### src/rtl/fm_coord_gen_pkg.sv
// Shared widths and FSM encodings for the feature-map coordinate generator.
`timescale 1ns/1ps
package fm_coord_gen_pkg;

    localparam int X_COORD_WIDTH = 5;
    localparam int Y_COORD_WIDTH = 5;
    localparam int STRIDE_WIDTH  = 2;

    typedef enum logic [1:0] {
        FMCG_IDLE = 2'd0,
        FMCG_RUN  = 2'd1,
        FMCG_DONE = 2'd2
    } fmcg_state_e;

endpackage

### src/rtl/fm_axis_counter.sv
// Single-axis coordinate counter: load-zero, step-by-stride, and a widened
// "next step would pass the last index" flag that cannot be fooled by wrap.
`timescale 1ns/1ps
module fm_axis_counter #(
    parameter int W  = 5,
    parameter int SW = 2
) (
    input  logic          clock,
    input  logic          reset,
    input  logic          load,
    input  logic          clear,
    input  logic          step,
    input  logic [W-1:0]  cfg_last,
    input  logic [SW-1:0] cfg_stride,
    output logic [W-1:0]  coord,
    output logic          next_exceeds
);

    logic [W-1:0]  coord_q, coord_d;
    logic [W-1:0]  last_q, last_d;
    logic [SW-1:0] stride_q, stride_d;
    logic [W:0]    next_wide;

    always_comb begin
        // One extra bit so x_last = all-ones still terminates cleanly.
        next_wide    = {1'b0, coord_q} + (W+1)'(stride_q);
        next_exceeds = next_wide > {1'b0, last_q};

        coord_d  = coord_q;
        last_d   = last_q;
        stride_d = stride_q;
        if (load) begin
            coord_d  = '0;
            last_d   = cfg_last;
            stride_d = cfg_stride;
        end else if (clear) begin
            coord_d = '0;
        end else if (step) begin
            coord_d = next_wide[W-1:0];
        end
    end

    always_ff @(posedge clock or posedge reset) begin
        if (reset) begin
            coord_q  <= '0;
            last_q   <= '0;
            stride_q <= '0;
        end else begin
            coord_q  <= coord_d;
            last_q   <= last_d;
            stride_q <= stride_d;
        end
    end

    assign coord = coord_q;

endmodule

### src/rtl/fm_coord_gen.sv
// Raster-scan (x, y) coordinate generator with valid/ready output, stride and
// row/frame-end flags; holds the FSM and handshake around two axis counters.
`timescale 1ns/1ps
module fm_coord_gen
    import fm_coord_gen_pkg::*;
#(
    parameter int X_W  = X_COORD_WIDTH,
    parameter int Y_W  = Y_COORD_WIDTH,
    parameter int S_W  = STRIDE_WIDTH
) (
    input  logic           clock,
    input  logic           reset,
    input  logic           start,
    input  logic [X_W-1:0] cfg_x_last,
    input  logic [Y_W-1:0] cfg_y_last,
    input  logic [S_W-1:0] cfg_stride,
    input  logic           coord_ready,
    output logic           coord_valid,
    output logic [X_W-1:0] x_coord,
    output logic [Y_W-1:0] y_coord,
    output logic           row_last,
    output logic           frame_last,
    output logic           busy,
    output logic           done
);

    fmcg_state_e    state_q, state_d;
    logic           accept;
    logic           cfg_load;
    logic           x_step, x_clear, y_step, y_clear;
    logic           x_exceeds, y_exceeds;
    logic [S_W-1:0] stride_eff;

    assign stride_eff = (cfg_stride == '0) ? S_W'(1) : cfg_stride;

    fm_axis_counter #(.W(X_W), .SW(S_W)) u_x_cnt (
        .clock        (clock),
        .reset        (reset),
        .load         (cfg_load),
        .clear        (x_clear),
        .step         (x_step),
        .cfg_last     (cfg_x_last),
        .cfg_stride   (stride_eff),
        .coord        (x_coord),
        .next_exceeds (x_exceeds)
    );

    fm_axis_counter #(.W(Y_W), .SW(S_W)) u_y_cnt (
        .clock        (clock),
        .reset        (reset),
        .load         (cfg_load),
        .clear        (y_clear),
        .step         (y_step),
        .cfg_last     (cfg_y_last),
        .cfg_stride   (stride_eff),
        .coord        (y_coord),
        .next_exceeds (y_exceeds)
    );

    assign coord_valid = (state_q == FMCG_RUN);
    assign busy        = (state_q != FMCG_IDLE);
    assign done        = (state_q == FMCG_DONE);
    assign row_last    = coord_valid && x_exceeds;
    assign frame_last  = row_last && y_exceeds;
    assign accept      = coord_valid && coord_ready;

    always_comb begin
        state_d  = state_q;
        cfg_load = 1'b0;
        x_step   = 1'b0;
        x_clear  = 1'b0;
        y_step   = 1'b0;
        y_clear  = 1'b0;
        case (state_q)
            FMCG_IDLE: begin
                if (start) begin
                    cfg_load = 1'b1;
                    state_d  = FMCG_RUN;
                end
            end
            FMCG_RUN: begin
                if (accept) begin
                    if (!row_last) begin
                        x_step = 1'b1;
                    end else if (!frame_last) begin
                        x_clear = 1'b1;
                        y_step  = 1'b1;
                    end else begin
                        // Park both axes at zero so the idle outputs are clean.
                        x_clear = 1'b1;
                        y_clear = 1'b1;
                        state_d = FMCG_DONE;
                    end
                end
            end
            FMCG_DONE: begin
                state_d = FMCG_IDLE;
            end
            default: begin
                state_d = FMCG_IDLE;
            end
        endcase
    end

    always_ff @(posedge clock or posedge reset) begin
        if (reset) begin
            state_q <= FMCG_IDLE;
        end else begin
            state_q <= state_d;
        end
    end

endmodule

### config.mk
export PLATFORM = sky130hd
export DESIGN_NAME = fm_coord_gen
export DESIGN_NICKNAME = d
export VERILOG_FILES = /design/src/rtl/fm_coord_gen_pkg.sv /design/src/rtl/fm_axis_counter.sv /design/src/rtl/fm_coord_gen.sv
export SDC_FILE = /design/constraint.sdc
export NUM_CORES = 1
export LEC_CHECK = 0
export CORE_UTILIZATION = 40
export CTS_BUF_LIST = sky130_fd_sc_hd__clkbuf_2
export DETAILED_ROUTE_END_ITERATION = 8
export MAX_ROUTING_LAYER = met4
export PLACE_DENSITY_LB_ADDON = 0.05
export SLEW_MARGIN = 20
export SYNTH_ARGS = -nofsm -noshare
export SYNTH_HDL_FRONTEND = slang
export SYNTH_SLANG_ARGS = --single-unit
### constraint.sdc
create_clock -name clock -period 5.3 [get_ports clock]
set_clock_uncertainty 0.15 [all_clocks]
set_input_delay 1.06 -clock clock [delete_from_list [all_inputs] [get_ports clock]]
set_output_delay 1.06 -clock clock [all_outputs]
set_load 0.005 [all_outputs]
==> impl_metrics.json <==
{
  "ys_seq_area_share_pct": 39.67,
  "fin_util_pct": 54.11,
  "grt-ovfl-total": 0,
  "antenna_found_initial": 0,
  "endpoint_kind": "primary output",
  "dpl_cell_area_mm2": 0.001832,
  "fin_nets": 233,
  "worst_hold_path_type": "register to register",
  "critPathMaxStageDelay_ns": 0.47,
  "critPathKind": "register to primary output",
  "first_global_vias": 1316,
  "peakVddDrop_mv": 0.2285,
  "fin_setup_tns_ns": 0,
  "required_ns": 4.09,
  "status": "completed",
  "yosys-top-cells-area": "dfrtp_1 (40%), ha_1 (12%), nand2_1 (8.4%)",
  "vias": 1256,
  "wl_met3_um": 86,
  "period_needed_ns": 4.873,
  "area_delta_synth_final_pct": 23.97,
  "coreArea_mm2": 0.003468,
  "crit_top_cell": "ha_1",
  "fp-row-count": 21,
  "htree_levels": 1,
  "ant_nets": 0,
  "die-area_mm2": 0.004035,
  "p_leak_nw": 0.8994,
  "reg2reg_depth": 12,
  "dp_cells": 241,
  "drtIter0Drc": 93,
  "power_density_mw_per_mm2": 584.3,
  "rsz0062_at_grt": "false",
  "wl_met1_um": 1605,
  "hold_buffers": 0,
  "fillers": 347,
  "ys_types": 36,
  "cap_violations": 0,
  "cts.clk_slew.worst_paths_ns": 0.25,
  "place_congestion": 0.8539,
  "slew_violations": 0,
  "portBuffers": 30,
  "die_h_um": 63.52,
  "final-setup-viol-count": 0,
  "clk_path_buf_depth": 2,
  "grt_max_degree": 28,
  "hold_viol_final": 0,
  "slew_headroom_pct": 38.89,
  "ios": 31,
  "highest_layer": "met4",
  "cts_buffers": 3,
  "slowest_stage": "clkdlybuf4s50_1",
  "grt_pass1_wl_um": 5954,
  "ys.warnings.count": 0,
  "seq_area_um2": 600.6,
  "period_share_pct": 91.95,
  "startpoint_type": "register",
  "synthesis.area_mm2": 0.001514,
  "drcViolationCount": 0,
  "syn_inst": 171,
  "insertion_delay_ns": 0.37,
  "dp_hpwl_um": 2504,
  "antennaDiodeCount": 0,
  "cts-root-buf": "clkbuf_2",
  "grt_usage_pct": 19.53,
  "synth_area_per_cell_um2": 8.854,
  "pre_cts_ws_ns": 0.8199,
  "synth_fp_nets": 204,
  "fmax_ghz": 0.2052,
  "cts_tree": "yes",
  "die_w_um": 63.52,
  "stdcell_count": 245,
  "synth_top_area_share_pct": 39.67,
  "drive_gt1_share_pct": 5.025,
  "cts_resized": 0,
  "hold_path_depth": 2,
  "yosys.area.top_type": "dfrtp_1",
  "drt-pass1-iter-count": 4,
  "layout_setup_ws_ns": 0.4266,
  "drt-wirelength-per-cell_um": 13.77,
  "clock-sinks": 24,
  "finalInstanceArea_mm2": 0.001877,
  "cp_max_fo": 6,
  "drt_wl_total_um": 3373,
  "multiInputGateArea_um2": 809.5,
  "start_util_pct": 43.65,
  "cts_setup_buffers": 0,
  "path_cells": "ha_1 > inv_1 > fa_1 > nor2_1 > xor2_1 > ha_1 > a21o_1 > mux2i_1 > a21oi_1 > a41oi_1 > nor2b_1 > clkdlybuf4s50_1",
  "wl_met2_um": 1628,
  "via_per_inst": 5.127,
  "cp.arrival_ns": 3.66,
  "worst_slew_pin_slew_ns": 0.9110,
  "synth-seq-cells": 24
}
## placed cells by master (no fill, tap or decap), types with 2 or more instances in the layout
cell type	netlist	layout
nor3_1	2	2
dfrtp_1	24	24
nand3_1	11	11
clkdlybuf4s50_1	0	30
o21ai_1	2	2
and2_1	2	2
clkbuf_2	0	3
xor2_1	2	2
a21oi_1	6	6
inv_1	17	16
nor2_1	7	7
nor2b_1	4	4
ha_1	15	15
o21ai_0	14	14
a21o_1	3	3
nand2_1	34	34
xnor2_1	3	3
fa_1	2	2
## logic make-up after synthesis
logic type                 after synthesis  share of synthesized area, %
adders and majority gates               17                         15.04
xor gates and xnor gates                 5                         2.893
AOI/OAI and AO/OA                       33                         13.47
buffers and inverters                   23                         6.860
muxes                                    1                        0.6612
DFF                                     24                         39.67
and+or+nand+nor                         68                         21.41
## where the power goes
| group | leakage, nW | switching (mW) | total [mW] | internal (mW) |
|---|---|---|---|---|
| Combinational | 0.583 | 0.332 | 0.644 | 0.312 |
| Clock | 0.0266 | 0.0615 | 0.126 | 0.0649 |
| Sequential | 0.290 | 0.0672 | 0.326 | 0.259 |
## metal layers
metal	GRT usage, %	vias to the layer above
met5	-	-
li1	-	627
met1	23.98	600
met3	3.080	6
met4	6.818	0
met2	32.31	23
## through the flow
step / hold slack [ns] / power, mW
floorplan: 0.3023 / 0.7664
global placement: 0.3260 / 0.9530
detailed placement: 0.3371 / 0.9720
CTS: 0.3897 / 1.104
global route: 0.4182 / 1.210
finish: 0.3840 / 1.097
## path summary, 6_finish.rpt
kind	startpoint	to	slack, ns
min reg2reg	u_x_cnt.last_q[0]	u_x_cnt.last_q[0]	0.38
min in group asynchronous	reset	u_x_cnt.last_q[1]	0.89
max in group asynchronous	reset	u_x_cnt.coord[4]	3.69
max	u_y_cnt.stride_q[0]	frame_last	0.43
max reg2reg	u_y_cnt.stride_q[0]	u_y_cnt.coord[0]	2.01
min	u_x_cnt.last_q[0]	u_x_cnt.last_q[0]	0.38
## synth_stat cells
cell type  instances
nor2b_4            1
a31oi_1            1
xnor2_1            3
a21o_1             3
nor3_2             1
and2_1             2
o21ai_0           14
or2_2              1
inv_1             17
o211ai_1           1
mux2i_1            1
a21oi_2            1
dfrtp_1           24
fa_1               2
o32ai_1            1
buf_6              2
buf_2              2
o22ai_1            1
and3_1             1
xor2_1             2
clkbuf_1           2
o32ai_2            1
nor2_1             7
a21oi_1            6
ha_1              15
and2_4             1
nand2_1           34
nor2b_1            4
a31o_1             1
and2b_1            1
nand3_1           11
a41oi_1            1
and4_1             1
o21ai_1            2
nor3_1             2
nand4_1            1
## sequential cells by signal, indices dropped and copies added (netlist names)
signal,count
u_y_cnt.last_q,5
state_q,2
u_x_cnt.coord,5
u_y_cnt.stride_q,2
u_y_cnt.coord,5
u_x_cnt.last_q,5
## cell type report
| class | count | area share (%) |
|---|---|---|
| tap | 46 | 3.067 |
| multi-input combinational | 124 | 43.13 |
| sequential | 24 | 32.00 |
| clock buffer | 3 | 0.8000 |
| inverter | 17 | 3.400 |
| timing repair buffer | 30 | 16.00 |
| clock inverter | 1 | 1.600 |
## worst max-delay path: cells and delay by family (launching register included)
| kind | cells | cell delay [ns] |
|---|---|---|
| adder cells (fa/ha/maj) | 3 | 0.91 |
| multiplexers | 1 | 0.13 |
| AO/OA/AOI/OAI | 3 | 0.75 |
| buffers and inverters | 2 | 0.52 |
| flip-flops | 1 | 0.46 |
| AND/OR/NAND/NOR | 2 | 0.25 |
| XOR/XNOR | 1 | 0.26 |
No activity file was read; power rests on OpenSTA's default activity.
